--- src/rtl/load_store_unit_pkg.sv ---
// Shared encodings for the load/store unit: MemOp codes, FSM states, lane selects.
// Misalignment helper is used only when LSU_MISALIGN_TRAP_EN is defined.
package lsu_pkg;

  localparam logic [2:0] OP_LW  = 3'b000;
  localparam logic [2:0] OP_LH  = 3'b001;
  localparam logic [2:0] OP_LHU = 3'b010;
  localparam logic [2:0] OP_LB  = 3'b011;
  localparam logic [2:0] OP_LBU = 3'b100;
  localparam logic [2:0] OP_SW  = 3'b101;
  localparam logic [2:0] OP_SH  = 3'b110;
  localparam logic [2:0] OP_SB  = 3'b111;

  localparam logic [0:0] ST_IDLE  = 1'b0;
  localparam logic [0:0] ST_WRITE = 1'b1;

  localparam logic [1:0] LANE_B0 = 2'd0;
  localparam logic [1:0] LANE_B1 = 2'd1;
  localparam logic [1:0] LANE_B2 = 2'd2;
  localparam logic [1:0] LANE_B3 = 2'd3;
  localparam logic       HALF_LO = 1'b0;
  localparam logic       HALF_HI = 1'b1;

  function automatic logic is_misaligned(input logic [2:0] op, input logic [1:0] lo);
    case (op)
      OP_LW, OP_SW:          is_misaligned = (lo != 2'b00);
      OP_LH, OP_LHU, OP_SH:  is_misaligned = lo[0];
      default:               is_misaligned = 1'b0;
    endcase
  endfunction

endpackage

--- src/rtl/load_store_unit_if.sv ---
// Word-only data memory bus between the load/store unit (master) and memory (slave).
interface load_store_unit_if #(
  parameter int ADDR_W = 32
);
  logic [ADDR_W-1:0] MemAddress;
  logic [31:0]       MemWriteData;
  logic              MemWrite;
  logic              MemRead;
  logic [31:0]       MemReadData;

  modport master (
    output MemAddress, MemWriteData, MemWrite, MemRead,
    input  MemReadData
  );

  modport slave (
    input  MemAddress, MemWriteData, MemWrite, MemRead,
    output MemReadData
  );
endinterface

--- src/rtl/load_store_unit_load_extend.sv ---
// Combinational lane select and sign/zero extension of a memory word for loads.
module load_extend
  import lsu_pkg::*;
(
  input  logic [31:0] word,
  input  logic [2:0]  op,
  input  logic [1:0]  lane,
  output logic [31:0] data
);

  logic [7:0]  byte_sel;
  logic [15:0] half_sel;

  always_comb begin
    byte_sel = word[7:0];
    case (lane)
      LANE_B0: byte_sel = word[7:0];
      LANE_B1: byte_sel = word[15:8];
      LANE_B2: byte_sel = word[23:16];
      LANE_B3: byte_sel = word[31:24];
      default: byte_sel = word[7:0];
    endcase
    half_sel = (lane[1] == HALF_HI) ? word[31:16] : word[15:0];
  end

  always_comb begin
    data = word;
    case (op)
      OP_LB:   data = {{24{byte_sel[7]}}, byte_sel};
      OP_LBU:  data = {24'd0, byte_sel};
      OP_LH:   data = {{16{half_sel[15]}}, half_sel};
      OP_LHU:  data = {16'd0, half_sel};
      default: data = word;
    endcase
  end

endmodule

--- src/rtl/load_store_unit.sv ---
// Load/store unit: load extension, SW pass-through, SB/SH as two-cycle read-modify-write.
// Optional macro LSU_MISALIGN_TRAP_EN: flag and suppress misaligned accesses.
module load_store_unit
  import lsu_pkg::*;
#(
  parameter int ADDR_W = 32,
  parameter int DATA_W = 32
) (
  input  logic              Clk,
  input  logic              Reset_n,
  input  logic [ADDR_W-1:0] Address,
  input  logic [DATA_W-1:0] StoreData,
  input  logic [2:0]        MemOp,
  input  logic              MemReq,
  output logic [DATA_W-1:0] LoadData,
  output logic              Stall,
  output logic              ExcMisalign,
  load_store_unit_if.master dmem
);

  logic [0:0]        state_q, state_d;
  logic [31:0]       merge_q, merge_d;
  logic [ADDR_W-3:0] addr_q, addr_d;
  logic [31:0]       ext_data;
  logic [31:0]       merged;
  logic              is_load;
  logic              misalign;

  load_extend u_load_extend (
    .word (dmem.MemReadData),
    .op   (MemOp),
    .lane (Address[1:0]),
    .data (ext_data)
  );

  always_comb begin
    merged = dmem.MemReadData;
    if (MemOp == OP_SB) begin
      case (Address[1:0])
        LANE_B0: merged[7:0]   = StoreData[7:0];
        LANE_B1: merged[15:8]  = StoreData[7:0];
        LANE_B2: merged[23:16] = StoreData[7:0];
        LANE_B3: merged[31:24] = StoreData[7:0];
        default: merged = dmem.MemReadData;
      endcase
    end else if (Address[1] == HALF_HI) begin
      merged[31:16] = StoreData[15:0];
    end else begin
      merged[15:0] = StoreData[15:0];
    end
  end

  always_comb begin
    is_load = (MemOp == OP_LW) || (MemOp == OP_LH) || (MemOp == OP_LHU) ||
              (MemOp == OP_LB) || (MemOp == OP_LBU);
`ifdef LSU_MISALIGN_TRAP_EN
    misalign = MemReq && (state_q == ST_IDLE) && is_misaligned(MemOp, Address[1:0]);
`else
    misalign = 1'b0;
`endif
  end

  always_comb begin
    state_d           = state_q;
    merge_d           = merge_q;
    addr_d            = addr_q;
    Stall             = 1'b0;
    LoadData          = '0;
    ExcMisalign       = misalign;
    dmem.MemRead      = 1'b0;
    dmem.MemWrite     = 1'b0;
    dmem.MemAddress   = {Address[ADDR_W-1:2], 2'b00};
    dmem.MemWriteData = StoreData;
    case (state_q)
      ST_IDLE: begin
        if (MemReq && !misalign) begin
          if (is_load) begin
            dmem.MemRead = 1'b1;
            LoadData     = ext_data;
          end else if (MemOp == OP_SW) begin
            dmem.MemWrite = 1'b1;
          end else begin
            // Read phase of sub-word store: hold datapath while the merged word is latched.
            dmem.MemRead = 1'b1;
            Stall        = 1'b1;
            merge_d      = merged;
            addr_d       = Address[ADDR_W-1:2];
            state_d      = ST_WRITE;
          end
        end
      end
      ST_WRITE: begin
        dmem.MemWrite     = 1'b1;
        dmem.MemAddress   = {addr_q, 2'b00};
        dmem.MemWriteData = merge_q;
        state_d           = ST_IDLE;
      end
      default: state_d = ST_IDLE;
    endcase
  end

  always_ff @(posedge Clk or negedge Reset_n) begin
    if (!Reset_n) begin
      state_q <= ST_IDLE;
      merge_q <= '0;
      addr_q  <= '0;
    end else begin
      state_q <= state_d;
      merge_q <= merge_d;
      addr_q  <= addr_d;
    end
  end

endmodule

--- src/flat_wrapper.sv ---
// flat-port wrapper written by rule: the top's interface ports become plain ports
module load_store_unit_flat import lsu_pkg::*;
#(
  parameter int ADDR_W = 32,
  parameter int DATA_W = 32
)
  (Clk, Reset_n, Address, StoreData, MemOp, MemReq, LoadData, Stall, ExcMisalign, dmem_MemAddress, dmem_MemWriteData, dmem_MemWrite, dmem_MemRead, dmem_MemReadData);
  load_store_unit_if #(.ADDR_W(ADDR_W)) dmem_i ();
  input  logic Clk;
  input  logic Reset_n;
  input  logic [ADDR_W-1:0] Address;
  input  logic [DATA_W-1:0] StoreData;
  input  logic [2:0] MemOp;
  input  logic MemReq;
  output logic [DATA_W-1:0] LoadData;
  output logic Stall;
  output logic ExcMisalign;
  output wire logic [$bits(dmem_i.MemAddress)-1:0] dmem_MemAddress;
  output wire logic [$bits(dmem_i.MemWriteData)-1:0] dmem_MemWriteData;
  output wire logic [$bits(dmem_i.MemWrite)-1:0] dmem_MemWrite;
  output wire logic [$bits(dmem_i.MemRead)-1:0] dmem_MemRead;
  input wire logic [$bits(dmem_i.MemReadData)-1:0] dmem_MemReadData;
  assign dmem_MemAddress = dmem_i.MemAddress;
  assign dmem_MemWriteData = dmem_i.MemWriteData;
  assign dmem_MemWrite = dmem_i.MemWrite;
  assign dmem_MemRead = dmem_i.MemRead;
  assign dmem_i.MemReadData = dmem_MemReadData;
  load_store_unit #(.ADDR_W(ADDR_W), .DATA_W(DATA_W)) u_core (.Clk(Clk), .Reset_n(Reset_n), .Address(Address), .StoreData(StoreData), .MemOp(MemOp), .MemReq(MemReq), .LoadData(LoadData), .Stall(Stall), .ExcMisalign(ExcMisalign), .dmem(dmem_i));
endmodule
--- config.mk ---
export PLATFORM = sky130hd
export DESIGN_NAME = load_store_unit_flat
export DESIGN_NICKNAME = d
export VERILOG_FILES = /design/src/rtl/load_store_unit_pkg.sv /design/src/rtl/load_store_unit_if.sv /design/src/rtl/load_store_unit_load_extend.sv /design/src/rtl/load_store_unit.sv /design/src/flat_wrapper.sv
export SDC_FILE = /design/constraint.sdc
export NUM_CORES = 1
export LEC_CHECK = 0
export ABC_AREA = 1
export BUFFER_PORTS_ARGS = -buffer_cell sky130_fd_sc_hd__buf_2
export CAP_MARGIN = 40
export CORE_MARGIN = 2
export CORE_UTILIZATION = 54
export CTS_CLUSTER_DIAMETER = 50
export CTS_CLUSTER_SIZE = 30
export DETAILED_ROUTE_END_ITERATION = 7
export GPL_TIMING_DRIVEN = 0
export PLACE_DENSITY = 0.87
export SKIP_CTS_REPAIR_TIMING = 1
export SYNTH_ARGS = -nofsm -noshare
export SYNTH_HDL_FRONTEND = slang
export SYNTH_SLANG_ARGS = --single-unit
--- constraint.sdc ---
create_clock -name Clk -period 3.6 [get_ports Clk]
set_input_delay 0.36 -clock Clk [delete_from_list [all_inputs] [get_ports Clk]]
set_output_delay 0.36 -clock Clk [all_outputs]
set_load 0.05 [all_outputs]
After elaboration in Yosys (flattened, before gate mapping)
Cells that the tools add are included.
- flip-flop bits (word level): 63
- bits in latches: 0
- bits in writable memories: 0
- memory bits (read-only): 0
- output and inout bits: 100
- word-level logic and storage cells: 49
- memories kept: 0
- add/subtract/negate cells: 0
- multiply operators: 0
- divide/modulo/power cells: 0
- order comparisons: 0
- equality and inequality tests: 9
- shift-type cells: 0
- mux-type cells: 27
- bitwise gates (word level): 3
- reductions and logical operators: 7
- operators by type and width (cell ; number):
    $mux 32 ; 6
    $pmux 32 s4 ; 1
    $mux 16 ; 3
    $mux 8 ; 4
    $pmux 8 s4 ; 1
    $mux 1 ; 10
    $eq 3x3->1 const B ; 3
    $eq 3x2->1 const B ; 2
    $eq 2x2->1 const B ; 2
    $logic_or 1x1->1 ; 4
    $pmux 1 s2 ; 2
    $reduce_and 4->1 ; 1
    $eq 3x1->1 const B ; 1
    $logic_not 3->1 ; 1
    $not 1->1 ; 3
    $eq 2x1->1 const B ; 1
    $logic_not 2->1 ; 1

Logic depth before layout (Yosys ltp)
Gate-level depths: netlist (run 1).
- depth after elaboration: 8
- gate-level depth with buffers: 8
- mapped depth without buffers: 7

Cells and area by module
Synthesis (run 1) repeated with hierarchy kept, for this count alone.
- cell total of the unflattened synthesis: 932
- area total of the unflattened synthesis: 5756.8 um2
- modules (own cells, without submodules) (module ; times used ; cells an instance ; area an instance (um2)):
    load_store_unit ; 1 ; 736 ; 4404.2
    load_extend ; 1 ; 196 ; 1352.5

Worst setup path before layout (run 1)
OpenSTA, ideal clock, no wires.
- path kind: register to output
- start point: reg u_core.state_q
- end point: out dmem_MemAddress[13]
- data arrival time: 1.865 ns
- data required time: 3.240 ns
- slack: 1.375 ns
- stages on the path, launching flop included: 4
- cells stage by stage: dfrtp_1 buf_2 clkbuf_1 o21ai_0
- word-level cells in the longest chain between the ends: 1
- RTL lines (item ; line ; RTL):
    start: declaration ; load_store_unit.sv:21 ; logic [0:0] state_q, state_d;
    start signal: assignment ; load_store_unit.sv:108 ; state_q <= state_d;
    $mux 32 ; load_store_unit.sv:74 ; case (state_q)
    end: declaration ; flat_wrapper.sv:18 ; output wire logic [$bits(dmem_i.MemAddress)-1:0] dmem_MemAddress;
Every way passes these cells.

Final worst setup path (run 1)
- start point: reg u_core.state_q
- end point: out LoadData[1]
- word-level cells in the longest chain between the ends: 1
- RTL lines (item ; line ; RTL):
    $mux 32 ; load_store_unit.sv:74 ;
    end: declaration ; flat_wrapper.sv:15 ; output logic [DATA_W-1:0] LoadData;
Every way passes these cells.

==> results of run 1 <==
## per-layer routing
| layer | global-route usage | vias up | part of all wire | wire length [um] |
|---|---|---|---|---|
| li1 | - | 3217 | - | - |
| met1 | 0.516 | 2845 | 0.43 | 8020 |
| met2 | 0.549 | 381 | 0.44 | 8100 |
| met3 | 0.0455 | 50 | 0.098 | 1820 |
| met4 | 0.140 | 0 | 0.033 | 607 |
| met5 | 0 | - | 0 | 0 |
## power breakdown
| group | total, mW | leakage [nW] | internal (mW) | switching [mW] |
|---|---|---|---|---|
| Combinational | 0.980 | 2.81 | 0.274 | 0.706 |
| Clock | 0.548 | 0.0894 | 0.250 | 0.298 |
| Sequential | 0.910 | 0.790 | 0.838 | 0.0721 |
## sequential cells by signal, summed over array words and instances, names as in the netlist
signal and cells:
u_core.merge_q 32, u_core.addr_q 30, u_core.state_q 1
## placed cells by master, fill, tap and decap left out
| master | instances |
|---|---|
| clkinv_2 | 3 |
| o21ai_0 | 110 |
| buf_6 | 4 |
| nand3_2 | 1 |
| nand3_1 | 28 |
| nor2_2 | 1 |
| nand2_2 | 1 |
| inv_6 | 1 |
| dfrtp_1 | 63 |
| clkinvlp_4 | 1 |
| nor2_4 | 2 |
| inv_2 | 3 |
| o21ai_1 | 39 |
| conb_1 | 3 |
| nor3_4 | 1 |
| buf_4 | 8 |
| o211ai_1 | 32 |
| buf_12 | 1 |
| a21oi_1 | 24 |
| nand2_1 | 367 |
| inv_1 | 77 |
| clkinv_4 | 2 |
| nor2_1 | 68 |
| buf_2 | 225 |
| clkbuf_8 | 9 |
| o21a_1 | 1 |
| clkbuf_1 | 23 |
## cell usage after synthesis (all sizes together)
| cell type | instances | area share |
|---|---|---|
| nand2 | 368 | 0.27 |
| o21ai | 149 | 0.14 |
| inv | 80 | 0.058 |
| nor2 | 71 | 0.055 |
| dfrtp | 63 | 0.31 |
| buf | 40 | 0.048 |
| o211ai | 32 | 0.047 |
| nand3 | 29 | 0.029 |
| a21oi | 24 | 0.023 |
| clkbuf | 23 | 0.017 |
| conb | 1 | 0.00073 |
| nor3 | 1 | 0.0032 |
| o21a | 1 | 0.0015 |
## metrics by stage
stage               total power, mW  cells  worst slack (ps)  cell area (um2)  hold slack, ps
finish                         2.44   1227               982             6510            28.5
global route                   2.57   1227               837             6510            80.2
CTS                            2.43   1227               990             6510            46.7
detailed placement             1.89   1211              1370             6330             408
global placement               1.87   1210              1350             6310             465
floorplan                      1.61    884              1380             5170            64.4
## worst paths after layout
kind,start,to,cells past startpoint
max in group asynchronous,Reset_n,u_core.merge_q[17]$_DFFE_PN0P_,2
min in group Clk,Address[20],u_core.addr_q[18]$_DFFE_PN0P_,3
setup reg to reg,u_core.state_q$_DFF_PN0_,u_core.addr_q[13]$_DFFE_PN0P_,6
hold / removal,Reset_n,u_core.addr_q[11]$_DFFE_PN0P_,1
hold reg to reg,u_core.merge_q[23]$_DFFE_PN0P_,u_core.merge_q[23]$_DFFE_PN0P_,2
setup / recovery,u_core.state_q$_DFF_PN0_,LoadData[1],7
## worst max-delay path, delay by kind of cell, from the launching register on
kind	cells	cell delay, ps
AO/OA/AOI/OAI	1	250
buffers and inverters	3	770
flip-flops	1	450
AND/OR/NAND/NOR	3	440
## cells by family (layout without fill, tap and decap cells)
family          Yosys count  count (layout)  share of synthesized area
buf+inv                 143             357                      0.122
flops                    63              63                      0.306
compound gates          206             206                      0.216
simple gates            469             469                      0.355
other cells               1               3                   0.000727
## area by class of cell
| class | count | area [um2] |
|---|---|---|
| Clock inverter | 7 | 48.8 |
| Sequential cell | 63 | 1580 |
| Clock buffer | 9 | 124 |
| Inverter | 80 | 300 |
| Multi-Input combinational cell | 678 | 2960 |
| Timing Repair Buffer | 198 | 1010 |
| Fill cell | 868 | 2730 |
| Buffer | 63 | 332 |
| Tap cell | 129 | 161 |
==> results.py, run 1 <==
metrics = {
    "final_layout": {
        "nets": 1195,
        "fin_util": 0.704,
        "layout-drive-gt1-share": 0.240,
        "area_growth_syn_to_layout_pct": 26.1,
        "diodes": 0,
    },
    "setup_path": {
        "crit_path_top_delay_cell": "dfrtp_1",
        "r2r_slack_ps": 2090,
        "end_kind": "output pin",
        "cp.required_ps": 3240,
        "crit_chain": "buf_2 -> nor2_1 -> o21a_1 -> buf_2 -> nand2_1 -> nor2_1 -> buf_2",
        "cp_common_cell": "buf_2",
        "slowest_delay_ps": 450,
        "cp_max_fo": 10,
        "crit_path_start_kind": "register",
        "cp_data_arrival_time_ps": 2260,
        "worstSetupPathType": "register to output pin",
    },
    "floorplan": {
        "coreArea_um2": 9240,
        "rows": 35,
        "die_h_um": 102,
        "num_io_pins": 202,
        "start_util": 0.558,
        "die_w_um": 102,
        "dieArea_um2": 10400,
    },
    "sta": {
        "slew_viol_final": 0,
        "finalCritPeriodShare": 0.727,
        "setup-tns-final_ps": 0,
        "worstMarginPinSlew_ps": 633,
        "setup_viol": 0,
        "skew_ps": 9.14,
        "fin_crit_ps": 2620,
        "fmax_ghz": 0.382,
        "relSlewSlack": 0.578,
        "rsz0062_at_grt": "false",
        "hold_viol_final": 0,
    },
    "global_routing": {
        "grt_pass1_wl_mm": 28.8,
        "grt_max_degree": 38,
        "grt_overflow": 0,
        "grt_usage": 0.358,
        "grt_pass1_vias": 5743,
        "antenna_found_initial": 0,
    },
    "route": {
        "drtIter0Drc": 456,
        "first_pass_iters": 5,
        "vias": 6493,
        "viasPerCell": 5.29,
        "drt_wl_total_mm": 18.5,
        "post_drt_wl_per_cell_um": 15.1,
        "ant_nets": 0,
        "drcViolationCount": 0,
    },
    "clocking": {
        "cts_buffers": 9,
        "htreeDepth": 3,
        "clkTransAtPathRegs_ps": 70,
        "insertion_delay_ps": 350,
        "cts_tree": "yes",
        "cts-root-buf": "clkbuf_8",
        "cts_num_sinks": 63,
        "clock_path_buffers": 2,
    },
    "placed_design": {
        "io_buffers": 197,
        "gp_congestion": 1.06,
        "hpwl_mm": 14.8,
    },
    "logic_synthesis": {
        "netlist_area_um2": 5160,
        "synthCells": 882,
        "synth_seq_cells": 63,
        "yosysSeqAreaShare": 0.306,
        "yosys_warnings": 0,
        "synth_area_per_cell_um2": 5.85,
        "synth_cell_types": 21,
    },
    "power_and_ir_drop": {
        "p_leak_nw": 3.69,
        "vdd_drop_max_mv": 0.275,
        "powerDensity_nw_per_um2": 375,
    },
    "flow_run": {
        "maxCapViolations": 0,
    },
    "worst_hold_path": {
        "hp-class": "input pin to asynchronous set/reset pin",
    },
    "run_status": {
        "status": "completed",
    },
}
No activity file was read; power rests on OpenSTA's default activity.
==> inputs of run 2 (changes only) <==
--- a/config.mk
+++ b/config.mk
@@ -9,12 +9,12 @@
 export BUFFER_PORTS_ARGS = -buffer_cell sky130_fd_sc_hd__buf_2
 export CAP_MARGIN = 40
 export CORE_MARGIN = 2
-export CORE_UTILIZATION = 54
+export CORE_UTILIZATION = 50
 export CTS_CLUSTER_DIAMETER = 50
 export CTS_CLUSTER_SIZE = 30
 export DETAILED_ROUTE_END_ITERATION = 7
 export GPL_TIMING_DRIVEN = 0
-export PLACE_DENSITY = 0.87
+export PLACE_DENSITY = 0.82
 export SKIP_CTS_REPAIR_TIMING = 1
 export SYNTH_ARGS = -nofsm -noshare
 export SYNTH_HDL_FRONTEND = slang
==> constraint.sdc (replaced) <==
create_clock -name Clk -period 2.5 [get_ports Clk]
set_input_delay 0.25 -clock Clk [delete_from_list [all_inputs] [get_ports Clk]]
set_output_delay 0.25 -clock Clk [all_outputs]
set_load 0.05 [all_outputs]
==> run 2 against run 1 <==
The flow now finishes with violations (hold timing). Register-to-register slack got worse by 1100 ps. First-iteration DRC count increased by 37%. Power increased by 58%. Critical path depth unchanged. Utilization decreased by 5.6 points. Cell count increased by 0.57%. Critical endpoint is now LoadData[5]. Largest power group unchanged.
==> results.py, run 2 (synthesis results as in run 1) <==
metrics = {
    "floorplan": {
        "die_h_um": 106,
        "coreArea_um2": 10200,
        "start_util": 0.507,
        "rows": 37,
        "die_w_um": 106,
        "dieArea_um2": 11100,
        "num_io_pins": 202,
    },
    "clocking": {
        "insertion_delay_ps": 340,
        "clkTransAtPathRegs_ps": 90,
        "clock_path_buffers": 2,
        "cts_buffers": 9,
        "htreeDepth": 3,
        "cts_tree": "yes",
        "cts-root-buf": "clkbuf_8",
        "cts_num_sinks": 63,
    },
    "route": {
        "vias": 6493,
        "viasPerCell": 5.26,
        "drtIter0Drc": 626,
        "post_drt_wl_per_cell_um": 15.1,
        "ant_nets": 0,
        "first_pass_iters": 5,
        "drcViolationCount": 0,
        "drt_wl_total_mm": 18.7,
    },
    "setup_path": {
        "r2r_slack_ps": 1020,
        "slowest_delay_ps": 440,
        "cp.required_ps": 2250,
        "crit_path_top_delay_cell": "dfrtp_1",
        "crit_chain": "buf_2 -> nor2_2 -> o21a_2 -> clkbuf_4 -> nand2_1 -> nor2_1 -> buf_2",
        "r2r_end": "u_core.merge_q[31]$_DFFE_PN0P_",
        "worstRegToRegCells": 6,
        "worstSetupPathType": "register to output pin",
        "cp_common_cell": "buf_2",
        "rr_startpoint": "u_core.state_q$_DFF_PN0_",
        "crit_family": "buffers and inverters",
        "cp_max_fo": 10,
        "path_buf_inv": 3,
        "crit_path_start_kind": "register",
        "end_kind": "output pin",
        "cp_data_arrival_time_ps": 2100,
    },
    "sta": {
        "hold_slack_ps": -21.2,
        "setup-tns-final_ps": 0,
        "rsz0062_at_grt": "false",
        "worstMarginPinSlew_ps": 784,
        "fmax_ghz": 0.425,
        "hold_viol_final": 27,
        "fin_crit_ps": 2350,
        "finalCritPeriodShare": 0.941,
        "relSlewSlack": 0.477,
        "slew_viol_final": 0,
        "finalWorstSetupSlack_ps": 148,
        "skew_ps": 14.3,
        "setup_viol": 0,
    },
    "global_routing": {
        "grt_pass1_wl_mm": 29.6,
        "grt_overflow": 0,
        "grt_max_degree": 36,
        "grt_usage": 0.332,
        "grt_pass1_vias": 5916,
        "antenna_found_initial": 0,
    },
    "power_and_ir_drop": {
        "vdd_drop_max_mv": 0.281,
        "power_mw": 3.84,
        "p_leak_nw": 3.73,
        "powerDensity_nw_per_um2": 582,
    },
    "placed_design": {
        "io_buffers": 197,
        "gp_congestion": 0.981,
        "hpwl_mm": 14.8,
        "dp_slack_ps": 378,
    },
    "flow_run": {
        "maxCapViolations": 0,
    },
    "final_layout": {
        "largest_registers": "u_core.merge_q: 32 flops, u_core.addr_q: 30 flops, u_core.state_q: 1 flops",
        "mostFrequentLayoutCells": "367 x nand2_1, 221 x buf_2, 110 x o21ai_0",
        "top_register": "u_core.merge_q",
        "final_common_cell": "nand2_1",
        "fin_util": 0.649,
        "largest_reg_flops": 32,
        "fill_cells": 1019,
        "area_growth_syn_to_layout_pct": 28.0,
        "nets": 1195,
        "multi_input_area_um2": 2960,
        "diodes": 0,
        "seq_area_um2": 1580,
        "layout-drive-gt1-share": 0.241,
    },
    "run_status": {
        "violations": "hold timing",
        "status": "finished, violations left",
    },
    "worst_hold_path": {
        "hp-class": "input pin to asynchronous set/reset pin",
    },
}
==> run 2: changes by cell type in the layout (fill, tap and decap cells not counted), sizes merged <==
cell / before / now
bufinv: 0 / 3
clkbuf: 32 / 36
inv: 81 / 83
buf: 238 / 234
clkinvlp: 1 / 0
clkinv: 5 / 1
==> run 2: routing by layer <==
metal  vias to the layer above  wire length, um  part of all wire  GRT usage
met5                         -                0                 0          0
met4                         0              606             0.032      0.128
met3                        41             1460             0.078     0.0396
met2                       322             8440              0.45      0.540
met1                      2915             8140              0.44      0.454
li1                       3215                -                 -          -
==> run 2: worst max path at each step <==
stage,from,end,cells past startpoint
2_1_floorplan,u_core.state_q$_DFF_PN0_,dmem_MemAddress[13],3
3_3_place_gp,u_core.state_q$_DFF_PN0_,LoadData[1],7
3_5_place_dp,u_core.state_q$_DFF_PN0_,LoadData[1],7
4_1_cts,u_core.state_q$_DFF_PN0_,LoadData[1],7
5_1_grt,u_core.state_q$_DFF_PN0_,LoadData[1],7
6_report,u_core.state_q$_DFF_PN0_,LoadData[5],7
==> run 2: worst reg2reg max path, stage by stage, from the launching register on <==
cell and delay, ps:
dfrtp_1 440, nor3_4 340, inv_2 60, buf_4 180, buf_2 190, nand2_1 90, nand2_1 70
==> run 2: area by class of cell <==
cell class / count / share of cell area
flip-flops and latches: 63 / 0.239
inverters: 80 / 0.0455
repair buffers: 198 / 0.153
plain buffers: 63 / 0.0506
multi-input cells: 678 / 0.448
clock inverters: 7 / 0.0189
clock buffers: 9 / 0.0188
well taps: 136 / 0.0258
==> run 2: where the power goes <==
group          internal (mW)  switching (mW)  total [mW]
Sequential              1.21          0.0997        1.31
Combinational          0.397            1.02        1.41
Clock                  0.675           0.449        1.12
Total                   2.28            1.57        3.84
==> run 2: through the flow <==
step                std cells  hold WS, ps  cell area [um2]
finish                   1234        -21.2             6610
floorplan                 884        -45.6             5170
global placement         1217          462             6320
CTS                      1234      0.00627             6590
detailed placement       1218          377             6340
global route             1234         36.1             6610
==> inputs of run 3 (changes only) <==
--- a/config.mk
+++ b/config.mk
@@ -15,7 +15,9 @@
 export DETAILED_ROUTE_END_ITERATION = 7
 export GPL_TIMING_DRIVEN = 0
 export PLACE_DENSITY = 0.82
+export REMOVE_ABC_BUFFERS = 1
 export SKIP_CTS_REPAIR_TIMING = 1
+export SKIP_LAST_GASP = 1
 export SYNTH_ARGS = -nofsm -noshare
 export SYNTH_HDL_FRONTEND = slang
 export SYNTH_SLANG_ARGS = --single-unit
==> run 3 against run 2 <==
The run now ends clean. Clock power down 12%. Final area down 1.6%. First-iteration DRC count down 12%. Critical endpoint is now LoadData[2].
==> results.py, run 3 (synthesis results as in run 1) <==
metrics = {
    "placed_design": {
        "hpwl_mm": 10.7,
        "io_buffers": 198,
        "dp_slack_ps": -183,
        "dp.cells": 1164,
        "gp_congestion": 0.867,
    },
    "floorplan": {
        "rows": 37,
        "die_h_um": 106,
        "coreArea_um2": 10200,
        "num_io_pins": 202,
        "dieArea_um2": 11100,
        "start_util": 0.507,
        "die_w_um": 106,
    },
    "clocking": {
        "clkTransAtPathRegs_ps": 80,
        "cts_buffers": 9,
        "htreeDepth": 3,
        "cts_num_sinks": 63,
        "clock_path_buffers": 2,
        "cts_tree": "yes",
        "insertion_delay_ps": 330,
        "cts-root-buf": "clkbuf_8",
    },
    "final_layout": {
        "diodes": 0,
        "layout-drive-gt1-share": 0.232,
        "fill_cells": 1029,
        "nets": 1149,
        "fin_util": 0.639,
        "area_growth_syn_to_layout_pct": 26.0,
        "top_register": "u_core.merge_q",
        "final_common_cell": "nand2_1",
        "fin_cells": 1188,
        "largest_registers": "u_core.merge_q: 32 flops, u_core.addr_q: 30 flops, u_core.state_q: 1 flops",
        "largest_reg_flops": 32,
        "mostFrequentLayoutCells": "366 x nand2_1, 196 x buf_2, 110 x o21ai_0",
    },
    "sta": {
        "setup_viol": 0,
        "fin_crit_ps": 2380,
        "slew_viol_final": 0,
        "finalWorstSetupSlack_ps": 124,
        "hold_viol_final": 0,
        "hold_slack_ps": 20.8,
        "skew_ps": 8.41,
        "fmax_ghz": 0.421,
        "relSlewSlack": 0.437,
        "worstMarginPinSlew_ps": 845,
        "finalCritPeriodShare": 0.950,
    },
    "setup_path": {
        "r2r_end": "u_core.addr_q[3]$_DFFE_PN0P_",
        "r2r_slack_ps": 450,
        "cp-endpoint": "LoadData[2]",
        "worstRegToRegCells": 6,
        "cp_max_fo": 24,
        "crit_path_start_kind": "register",
        "cp.required_ps": 2250,
        "cp_data_arrival_time_ps": 2130,
        "critPathLaunch": "u_core.state_q$_DFF_PN0_",
        "rr_startpoint": "u_core.state_q$_DFF_PN0_",
        "end_kind": "output pin",
        "worstSetupPathType": "register to output pin",
    },
    "global_routing": {
        "grt_pass1_wl_mm": 25.6,
        "use_met1": 0.397,
        "busiest_layer": "met2",
        "antenna_found_initial": 0,
        "gr-usage-met3": 0.0501,
        "gr-usage-met2": 0.453,
        "grt_max_degree": 81,
        "grt_overflow": 0,
        "grt_usage": 0.283,
        "grt_pass1_vias": 5334,
    },
    "power_and_ir_drop": {
        "vdd_drop_max_mv": 0.344,
        "powerDensity_nw_per_um2": 565,
        "power_mw": 3.68,
        "p_leak_nw": 3.63,
    },
    "run_status": {
        "status": "completed",
    },
    "route": {
        "viasPerCell": 5.12,
        "post_drt_wl_per_cell_um": 13.4,
        "drcViolationCount": 0,
        "drt_wl_total_mm": 15.9,
        "first_pass_iters": 5,
        "ant_nets": 0,
        "vias": 6082,
        "drtIter0Drc": 549,
    },
    "flow_run": {
        "maxCapViolations": 0,
    },
    "worst_hold_path": {
        "hp-class": "input pin to asynchronous set/reset pin",
    },
}
## run 3: cell count changes in the layout (fill, tap and decap cells not counted), sizes merged
cell / change
clkbuf: -26
buf: -20
inv: -3
clkinvlp: +2
bufinv: -1
clkinv: +1
o21a: +1
## run 3: worst max-delay path: stages, from the launching register on
cell and delay [ps]:
dfrtp_4 640, nor2_4 210, o21a_4 250, buf_8 180
nand2_1 60, nor2_1 150, buf_2 290
## run 3: worst min path at each step
| stage | start | end | slack (ps) | cells after the start |
|---|---|---|---|---|
| 2_1_floorplan | Reset_n | u_core.addr_q[0]$_DFFE_PN0P_ | -50 | 0 |
| 3_3_place_gp | u_core.merge_q[16]$_DFFE_PN0P_ | u_core.merge_q[16]$_DFFE_PN0P_ | 460 | 2 |
| 3_5_place_dp | Reset_n | u_core.addr_q[12]$_DFFE_PN0P_ | 410 | 1 |
| 4_1_cts | Reset_n | u_core.addr_q[12]$_DFFE_PN0P_ | 40 | 1 |
| 5_1_grt | Reset_n | u_core.addr_q[12]$_DFFE_PN0P_ | 80 | 1 |
| 6_report | Reset_n | u_core.addr_q[12]$_DFFE_PN0P_ | 20 | 1 |
## run 3: where the power goes
group	leakage, nW	switching, mW	total (mW)	internal [mW]
Sequential	0.788	0.105	1.31	1.21
Combinational	2.74	0.978	1.38	0.401
Clock	0.102	0.427	0.986	0.558
Total	3.63	1.51	3.68	2.17
## run 3: area by class of cell
type | count | area, um2 | area share
clock buffers | 10 | 128 | 0.0196
clock inverters | 6 | 85.1 | 0.0131
inverters | 80 | 305 | 0.0469
multi-input cells | 679 | 3000 | 0.461
flip-flops and latches | 63 | 1580 | 0.243
well taps | 136 | 170 | 0.0262
repair buffers | 214 | 1240 | 0.191
## run 3: metal layers
layer / vias up / wire (um) / part of all wire
met5: - / 0 / 0
met4: 0 / 213 / 0.013
met3: 18 / 1540 / 0.096
met2: 281 / 7200 / 0.45
met1: 2667 / 6990 / 0.44
li1: 3116 / - / -
## run 3: per-stage QoR
step	cell area, um2	setup TNS [ps]
floorplan	4840	-114870
finish	6500	0
global route	6500	-1.83
global placement	6000	-272500
detailed placement	6200	-3290
CTS	6410	-7140
